--- config.mk ---
export PLATFORM = sky130hd
export DESIGN_NAME = valid_event_counter
export DESIGN_NICKNAME = d
export VERILOG_FILES = /design/src/rtl/valid_event_counter.sv
export SDC_FILE = /design/constraint.sdc
export NUM_CORES = 1
export LEC_CHECK = 0
export ABC_AREA = 1
export BUFFER_PORTS_ARGS = -buffer_cell sky130_fd_sc_hd__buf_2
export CAP_MARGIN = 10
export CELL_PAD_IN_SITES_DETAIL_PLACEMENT = 1
export CELL_PAD_IN_SITES_GLOBAL_PLACEMENT = 1
export CORE_ASPECT_RATIO = 1.2
export CORE_MARGIN = 1.5
export CORE_UTILIZATION = 38
export CTS_CLUSTER_DIAMETER = 50
export DETAILED_ROUTE_END_ITERATION = 16
export PLACE_DENSITY_LB_ADDON = 0.1
export SLEW_MARGIN = 15
export SYNTH_ARGS = -nofsm -noshare
export SYNTH_HDL_FRONTEND = slang
export SYNTH_SLANG_ARGS = --single-unit
--- constraint.sdc ---
create_clock -name clk -period 3.7 [get_ports clk]
set_input_delay 0.185 -clock clk [delete_from_list [all_inputs] [get_ports clk]]
set_output_delay 0.185 -clock clk [all_outputs]
set_load 0.1 [all_outputs]
--- src/rtl/valid_event_counter.sv ---
// Counts accepted valid strobes with clear, wrap/saturate modes, threshold pulse and sticky overflow.
// Optional embedded assertions are compiled in when VALID_EVENT_COUNTER_SVA_EN is defined.
module valid_event_counter #(
  parameter int WIDTH    = 8,
  parameter int SATURATE = 0
) (
  input  logic             clk,
  input  logic             rst_n,
  input  logic             valid_i,
  output logic             ready_o,
  input  logic             clear_i,
  input  logic [WIDTH-1:0] thresh_i,
  output logic [WIDTH-1:0] count_o,
  output logic [WIDTH-1:0] count_prev_o,
  output logic             hit_o,
  output logic             ovf_o,
  output logic [1:0]       state_o
);

  typedef enum logic [1:0] {
    IDLE = 2'd0,
    RUN  = 2'd1,
    FULL = 2'd2
  } state_t;

  localparam bit             SAT      = (SATURATE != 0);
  localparam logic [WIDTH-1:0] ONE      = {{(WIDTH-1){1'b0}}, 1'b1};
  localparam logic [WIDTH-1:0] ALL_ONES = {WIDTH{1'b1}};
  localparam logic [WIDTH-1:0] PRE_MAX  = {{(WIDTH-1){1'b1}}, 1'b0};

  state_t           state;
  state_t           state_next;
  logic             accept;
  logic [WIDTH-1:0] count_inc;
  logic             refused;

  assign ready_o   = !(SAT && (state == FULL));
  assign accept    = valid_i && ready_o && !clear_i;
  assign count_inc = count_o + ONE;
  // A strobe turned away while saturated is what marks overflow in saturate mode.
  assign refused   = SAT && (state == FULL) && valid_i && !clear_i;
  assign state_o   = state;

  always_comb begin
    state_next = state;
    if (clear_i) begin
      state_next = IDLE;
    end else begin
      case (state)
        IDLE:    if (accept) state_next = RUN;
        RUN:     if (accept && (count_o == PRE_MAX)) state_next = FULL;
        FULL:    if (accept) state_next = RUN;
        default: state_next = IDLE;
      endcase
    end
  end

  always_ff @(posedge clk or negedge rst_n) begin
    if (!rst_n) begin
      state        <= IDLE;
      count_o      <= '0;
      count_prev_o <= '0;
      hit_o        <= 1'b0;
      ovf_o        <= 1'b0;
    end else begin
      state        <= state_next;
      count_prev_o <= count_o;
      if (clear_i) begin
        count_o <= '0;
        hit_o   <= 1'b0;
        ovf_o   <= 1'b0;
      end else begin
        hit_o <= accept && (count_inc == thresh_i);
        if (accept) begin
          count_o <= count_inc;
        end
        if ((accept && (count_o == ALL_ONES)) || refused) begin
          ovf_o <= 1'b1;
        end
      end
    end
  end

`ifdef VALID_EVENT_COUNTER_SVA_EN
  a_accept_inc: assert property (@(posedge clk) disable iff (!rst_n)
    accept |=> (count_o == ($past(count_o) + ONE)))
    else $error("valid_event_counter: accept did not increment count at %0t", $realtime);

  a_hold_stable: assert property (@(posedge clk) disable iff (!rst_n)
    (!accept && !clear_i) |=> $stable(count_o))
    else $error("valid_event_counter: count changed without accept at %0t", $realtime);

  a_hit_cause: assert property (@(posedge clk) disable iff (!rst_n)
    hit_o |-> $past(accept))
    else $error("valid_event_counter: hit without prior accept at %0t", $realtime);

  a_ready_low: assert property (@(posedge clk) disable iff (!rst_n)
    !ready_o |-> (SAT && (state_o == 2'd2)))
    else $error("valid_event_counter: ready low outside saturated FULL at %0t", $realtime);
`endif

endmodule

# Word level (Yosys, flattened, before mapping)
# Index checks and enable logic that the tools add are counted.
# Widths: inputs -> output; s select.
word_totals:
  elab_cells: 32
  regBits: 20
  output_inout_bits: 21
op_classes:
  n_mux: 9
  reduce_logical: 10
  n_eq_ne: 7
  addsub: 1
op_table:
  columns: ["operator", "n"]
  rows:
  - ["$eq 8x8->1 const B", 2]
  - ["$mux 8", 2]
  - ["$add 8x1->8 const B", 1]
  - ["$eq 8x8->1", 1]
  - ["$mux 2", 3]
  - ["$logic_and 1x1->1", 4]
  - ["$pmux 2 s2", 1]
  - ["$reduce_bool 2->1", 2]
  - ["$mux 1", 3]
  - ["$ne 3x1->1 const B", 1]
  - ["$ne 3x3->1 const B", 1]
  - ["$eq 2x1->1 const B", 1]
  - ["$eq 2x2->1 const B", 1]
  - ["$logic_not 2->1", 1]
  - ["$reduce_and 2->1", 1]
  - ["$reduce_or 2->1", 1]
  - ["$logic_not 1->1", 1]

# Depth between registers and ports, before layout
# Gate-level depths: netlist of run 1.
depth:
  depth_word: 6
  ltp_mapped: 10

# Worst setup path after synthesis of run 1
# Ideal clock, no wire load.
synth_timing:
  path_kind: "register -> register"
  startpoint: "register count_o[0]"
  endpoint: "register hit_o"
  stages_incl_launch_ff: 9
  arrival_time_ns: 2.056
  n_path_buf: 0
  setup_slack_ns: 1.573
  setup_ns: 0.071
  path_cell_list: "dfrtp_1 inv_1 ha_1 xnor2_1 nor2_1 nand3_1 nor2_1 nand2_1 nor2_1"
synth_between:
  elab_chain_cells: 4
synth_rtl:
  columns: ["item", "line_no", "rtl"]
  rows:
  - ["start: declaration", "13", "output logic [WIDTH-1:0] count_o,"]
  - ["start signal: assignment", "75", "count_o <= count_inc;"]
  - ["$add 8x1->8", "39", "assign count_inc = count_o + ONE;"]
  - ["$eq 8x8->1", "73", "hit_o <= accept && (count_inc == thresh_i);"]
  - ["$logic_and 1x1->1", "73", null]
  - ["$mux 1", "68", "if (clear_i) begin"]
  - ["end signal: assignment", "73", null]
  - ["end: declaration", "15", "output logic hit_o,"]
# No other way between the ends.
# A chain may end at the register's enable or synchronous reset.

# Worst setup path after layout of run 1
# Same ends and word-level chain as after synthesis.

==> impl_results.md, run 1 <==
* Grt total ovfl at 0
* HP Class: input port to register
* Dpl hpwl at 2230 um
* GPL Wtd Cong at 0.752
* Root Buffer: clkbuf_4
* Post-Syn Area at 0.00108 sq mm
* RSZ-0062 raised after global routing: false
* Highest-delay cell along the critical path: dfrtp_1
* Boundary pin count at 33
* Share of the synthesized area in the top cell type at ~46%
* Largest stage delay, worst path at 0.53 ns
* Leakage at 0.694 nW
* Syn_area_per_cell at between 8 and 9 sq um
* Detailed Route Iter0 Violations at 20
* Largest net degree at the start of global routing at 21
* Post-synth EDFFs at 0
* GRT Util Overall at between 20% and 30%
* Max-slew violation count at 0
* Post-synth top area cell: dfrtp_1
* Post-cts sizing count at 0
* Nature of the critical path startpoint: register
* Fillers at around 350
* Clock Latency Late Sink at 0.31 ns
* CTS tree: built
* Register area share after synthesis at 46.5%
* Vias after detailed routing at about 1000
* Required time worst endpoint at between 3 and 4 ns
* First-pass GRT wire length at ~4800 um
* Post-synth top flop: dfrtp_1
* Initial Util at 41.4%
* CTS Buf Count at 3
* Deepest clock path buffer count at 2
* # DRC at 0
* # rows at 20
* Drt wl/cell at ~14 um
* DR pass1 iterations at 3
* Core area at between 0.002 and 0.003 sq mm
* Max-Cap Viols at 0
* Setup TNS at 0 ns
* Synthesis Warnings at 0
* Initial antenna violation count at 0
* Worst-path maximum fanout at 7
* Mapped Cells at about 130
* Die H at 61.3 um
* Via/cell ratio at 5.04
* Finish-stage setup viols at 0
* Final hold violations at 0
* Min Tclk post-route at approximately 1.6 ns
* Syn Nets at between 100 and 150
* Nets at about 180
* # Post-CTS Setup Buffers at 0
* Status: finished, final reports clean
* Routed Antenna Nets at 0
* Vias in the first global route at about 1100
* Main area contributors after synthesis: dfrtp_1 (46%), nand3_1 (10%), nand2_1 (10%), inv_1 (7.3%), o21ai_0 (4.6%)
* Clock input transition at the sequential cells of the worst setup and hold paths at roughly 0.12 ns
* Max Fclk at 0.609 GHz
* Layout cell share with drive strength beyond 1 at around 26%
* Final worst path period share at between 40% and 50%
* Crit-path most repeated cell: nor2_1
* IO Port Bufs at 31
* Total Wirelength at between 2000 and 3000 um
* Layout area overhead at 20.8%
* Worst Clk Skew at 0.00908 ns
* WP data arrival at roughly 1.9 ns
* Die W at just over 50 um
* Worst vdd ir at roughly 0.23 mV
* Clock sink count at 20
* Power Density at 344 mW/mm^2
* Async S/R FF share, synth at 100%
* Post-synth cell types at 23
* Kind of critical path: register to register
* Die area at around 0.0032 sq mm
* WHS at between 0.1 and 0.15 ns
* # diodes at 0
* Yosys reg bits at 20
* Critical path capture point type: register
* Synth top cells by count: nand2_1 (29), nand3_1 (22), inv_1 (21)
* CP cell instances: inv_1 > ha_1 > xnor2_1 > nor2_1 > nand3_1 > nor2_1 > nand2_1 > nor2_1
* Top-count cell post-synth: nand2_1
* Htree depth at 1
[placed cells by master (no fill, tap or decap), drive strengths merged]
master,synthesis,routed
buf,2,31
nand2,30,30
nand3,24,24
inv,22,22
dfrtp,20,20
nor2,12,12
o21ai,10,10
clkbuf,0,4
nand4,3,3
ha,2,2
nand3b,1,1
o21bai,1,1
and2,1,1
xnor2,1,1
o22ai,1,1
nor3,1,1
a2bb2oi,1,1
conb,1,1
dlygate4sd3,0,1
[cells by family after synthesis]
family          Yosys count  share of synthesized area [%]
compound gates           13                           6.74
fa+ha+maj                 2                           2.32
other cells               1                          0.348
flops                    20                           46.5
buf+inv                  24                           9.41
xor+xnor                  1                          0.813
simple gates             72                           33.9
[worst max-delay path, delay by kind of cell, from the launching register on]
kind                       cells  cell delay, ns
and+or+nand+nor                5            0.45
DFF                            1            0.53
buffers and inverters          1            0.14
adders and majority gates      1            0.34
xor gates and xnor gates       1            0.13
[timing repair]
item	in CTS	in global routing
hold buffers	1	0
hold endpoints to repair	20	0
setup endpoints to repair	0	0
[power breakdown]
group          internal (W)  switching (W)  leakage (nW)
Clock             0.0000602      0.0000721        0.0210
Combinational     0.0000178      0.0000675         0.398
Sequential         0.000223     0.00000655         0.275
Total              0.000301       0.000146         0.694
[final timing paths]
kind	start	endpoint	slack (ns)	depth (start not counted)
worst min register to register	count_o[7]	count_prev_o[7]	0.47	0
min in group asynchronous	rst_n	count_prev_o[1]	0.34	2
worst min-delay path	clear_i	ovf_o	0.14	2
max in group asynchronous	rst_n	count_o[1]	3.03	2
worst max register to register	count_o[0]	hit_o	2.06	8
worst max-delay path	count_o[0]	hit_o	2.06	8
[stage by stage]
| stage | utilization [%] | total power, W | worst slack (ns) | instance area (sq um) | cells |
|---|---|---|---|---|---|
| finish | 50.0 | 0.000448 | 2.06 | 1300 | 200 |
| global route | 50.0 | 0.000466 | 1.90 | 1300 | 200 |
| CTS | 50.0 | 0.000452 | 2.02 | 1300 | 200 |
| detailed placement | 48.2 | 0.000320 | 2.04 | 1250 | 195 |
| global placement | 48.2 | 0.000317 | 2.07 | 1250 | 195 |
| floorplan | - | 0.000296 | 1.57 | 1080 | 133 |
[cell type report]
type	count	area [sq um]	area share [%]
clock buffer	4	36.3	2.79
inverter	22	82.6	6.35
multi-input combinational	89	475	36.5
sequential	20	500	38.5
tap	33	41.3	3.17
timing repair buffer	32	165	12.7
[state kept, by name, summed over array words and instances, names as in the netlist]
| signal | cells |
|---|---|
| hit_o | 1 |
| count_o | 8 |
| ovf_o | 1 |
| state_o | 2 |
| count_prev_o | 8 |
[per-layer routing]
layer | part of all wire (%) | GRT usage, % | vias up | routed length [um]
met4 | 1.6 | 10.2 | 0 | 47
met3 | 3.3 | 2.18 | 4 | 95
li1 | - | - | 494 | -
met1 | 43 | 23.6 | 486 | 1220
met5 | 0 | 0 | - | 0
met2 | 52 | 39.9 | 23 | 1490
Note: power is estimated with default switching activity, not from simulation.
==> inputs of run 2 (changes only) <==
--- a/config.mk
+++ b/config.mk
@@ -12,7 +12,7 @@
 export CELL_PAD_IN_SITES_GLOBAL_PLACEMENT = 1
 export CORE_ASPECT_RATIO = 1.2
 export CORE_MARGIN = 1.5
-export CORE_UTILIZATION = 38
+export CORE_UTILIZATION = 32
 export CTS_CLUSTER_DIAMETER = 50
 export DETAILED_ROUTE_END_ITERATION = 16
 export PLACE_DENSITY_LB_ADDON = 0.1
==> constraint.sdc (replaced) <==
create_clock -name clk -period 1.4 [get_ports clk]
set_input_delay 0.07 -clock clk [delete_from_list [all_inputs] [get_ports clk]]
set_output_delay 0.07 -clock clk [all_outputs]
set_load 0.1 [all_outputs]
==> run 2 against run 1 <==
Effect of this change: the run now ends with setup timing left; via count is 1.6% higher; wire length grew 2.1%; final area increased by 14%; setup slack got worse by 2.1 ns; global-route usage is 3.6 points lower; register-to-register slack lost 2.1 ns; critical path depth is the same; clock power increased to 3.7 times the previous value; maximum frequency rose by 17%; clock skew down 0.0030 ns; die area up 18%; critical endpoint unchanged; largest cell class is now multi-input gates.
==> impl_results.md, run 2 (synthesis gave the netlist of run 1 again) <==
* Detailed Route Iter0 Violations at 35 (was 20)
* # diodes at 0 (unchanged)
* # rows at 22 (was 20)
* WP buf/inv at 0 (was 1)
* Die H at 66.6 um (was 61.3 um)
* Kind of critical path: register to register (unchanged)
* Hold Crit Endpoint: ovf_o (unchanged)
* Layout cell share with drive strength beyond 1 at 42.8% (was 25.7%)
* DR pass1 iterations at 4 (was 3)
* Core area at 0.00314 sq mm (was 0.00260 sq mm)
* Worst-path maximum fanout at 6 (was 7)
* Max-Cap Viols at 0 (unchanged)
* Hold Crit Depth at 2 (unchanged)
* HP Class: input port to register (unchanged)
* Path depth of the worst reg2reg path at 8 (unchanged)
* Dpl ws at -0.00737 ns (was 2.04 ns)
* CP cell instances: ha_4 > nand3_2 > nand2_1 > and2_1 > nor2_1 > nor2_1 > nand2_1 > nor2_1 (was inv_1 > ha_1 > xnor2_1 > nor2_1 > nand3_1 > nor2_1 > nand2_1 > nor2_1)
* GPL Wtd Cong at 0.765 (was 0.752)
* Nets at 188 (was 182)
* Htree depth at 1 (unchanged)
* Root Buffer: clkbuf_4 (unchanged)
* Initial Util at 34.3% (was 41.4%)
* Worst Clk Skew at 0.00613 ns (was 0.00908 ns)
* Required time worst endpoint at 1.61 ns (was 3.96 ns)
* R2r setup slk at -0.008 ns (was 2.06 ns)
* Power Density at 916 mW/mm^2 (was 344 mW/mm^2)
* Vias in the first global route at 1069 (was 1072)
* Leakage at 0.721 nW (was 0.694 nW)
* Total Wirelength at 2920 um (was 2860 um)
* Max Used Layer: met4 (unchanged)
* Min Tclk post-route at 1.41 ns (was 1.64 ns)
* Layout area overhead at 38.1% (was 20.8%)
* Finish-stage setup viols at 1 (was 0)
* Most common cell after layout, fill and taps aside: buf_2 (unchanged)
* RSZ-0062 raised after global routing: true (was false)
* Final hold violations at 0 (unchanged)
* Reg2reg start: count_o[1] (was count_o[0])
* Status: finished, violations left (was finished, final reports clean)
* Crit path max-delay family: simple AND/OR/NAND/NOR gates (was flip-flops)
* Min-delay src: clear_i (unchanged)
* CTS tree: built (unchanged)
* Drt wl/cell at 14.0 um (was 14.3 um)
* Dpl hpwl at 2180 um (was 2230 um)
* Grt total ovfl at 0 (unchanged)
* WP data arrival at 1.62 ns (was 1.90 ns)
* Crit-path most repeated cell: nor2_1 (unchanged)
* Pwr Total at 0.00136 W (was 0.000448 W)
* CTS Buf Count at 3 (unchanged)
* GRT Util Overall at 17.5% (was 21.1%)
* Reg2reg end: hit_o (unchanged)
* Critical path capture point type: register (unchanged)
* Initial antenna violation count at 0 (unchanged)
* Boundary pin count at 33 (unchanged)
* M1 WL at 1240 um (was 1220 um)
* Nature of the critical path startpoint: register (unchanged)
* Highest-delay cell along the critical path: dfrtp_4 (was dfrtp_1)
* Max Fclk at 0.710 GHz (was 0.609 GHz)
* Die W at 56.0 um (was 51.6 um)
* Final cell utilization of the core at 47.4% (was 50.0%)
* Max-slew violation count at 0 (unchanged)
* Clock Latency Late Sink at 0.31 ns (about the same)
* Largest stage delay, worst path at 0.55 ns (was 0.53 ns)
* Most frequent cells in the layout: buf_2 (30), nand2_1 (24), nand3_1 (19) (was buf_2 (31), nand2_1 (29), nand3_1 (22))
* Worst vdd ir at 0.615 mV (was 0.233 mV)
* Clock sink count at 20 (unchanged)
* Deepest clock path buffer count at 2 (unchanged)
* # DRC at 0 (unchanged)
* IO Port Bufs at 31 (unchanged)
* Final worst setup slack at -0.00843 ns (was 2.06 ns)
* Final worst path period share at 101% (was 44.4%)
* Failing checks: setup timing
* Met2 WL at 1490 um (about the same)
* Routed Antenna Nets at 0 (unchanged)
* Die area at 0.00373 sq mm (was 0.00316 sq mm)
* Clock input transition at the sequential cells of the worst setup and hold paths at 0.13 ns (was 0.12 ns)
* Via/cell ratio at 4.89 (was 5.04)
* Largest net degree at the start of global routing at 21 (unchanged)
* WHS at 0.0129 ns (was 0.135 ns)
* WL met3 at 102 um (was 95 um)
* First-pass GRT wire length at 5000 um (was 4790 um)
* Vias after detailed routing at 1023 (was 1007)
==> run 2: area by class of cell <==
type,count,area [sq um]
clock buffers,3,22.5
clock inverters,1,30.0
fillers,381,1650
inverters,22,87.6
multi-input cells,89,537
flip-flops and latches,20,533
well taps,36,45.0
repair buffers,38,233
==> run 2: per-stage QoR <==
step           instance area, sq um  TNS (ns)  instances
2_1_floorplan                  1140   -0.0810        133
3_3_place_gp                   1370         0        202
3_5_place_dp                   1370  -0.00737        202
4_1_cts                        1470   -0.0226        209
5_1_grt                        1490    -0.235        209
6_report                       1490  -0.00843        209
==> run 2: worst max-delay path by stage <==
stage                           from     to  slack, ns  depth (start not counted)
after floorplan           count_o[1]  hit_o      -0.08                         10
after global placement    count_o[1]  hit_o       0.01                         10
after detailed placement  count_o[0]  hit_o     -0.007                          9
after CTS                 count_o[0]  hit_o      -0.02                          9
after global routing      count_o[1]  hit_o      -0.14                         10
final                     count_o[1]  hit_o     -0.008                          8
==> run 2: routing by layer <==
layer  vias up  GRT usage, %
li1        506             -
met1       481          21.0
met2        28          30.4
met3         8          1.75
met4         0          10.1
met5         -             0
==> run 2: repair_timing <==
item | 4_1_cts | 5_1_grt
pin swaps | 3 | 2
hold buffers | 1 | 0
resized for setup | 9 | 4
setup buffers | 2 | 0
setup endpoints to repair | 1 | 5
endpoints found under the hold margin | 20 | 0
==> run 2: power breakdown <==
group | internal [W] | switching [W] | total, W
logic | 0.0000750 | 0.000188 | 0.000263
clock network | 0.000289 | 0.000199 | 0.000488
registers | 0.000594 | 0.0000176 | 0.000612
total | 0.000959 | 0.000405 | 0.00136
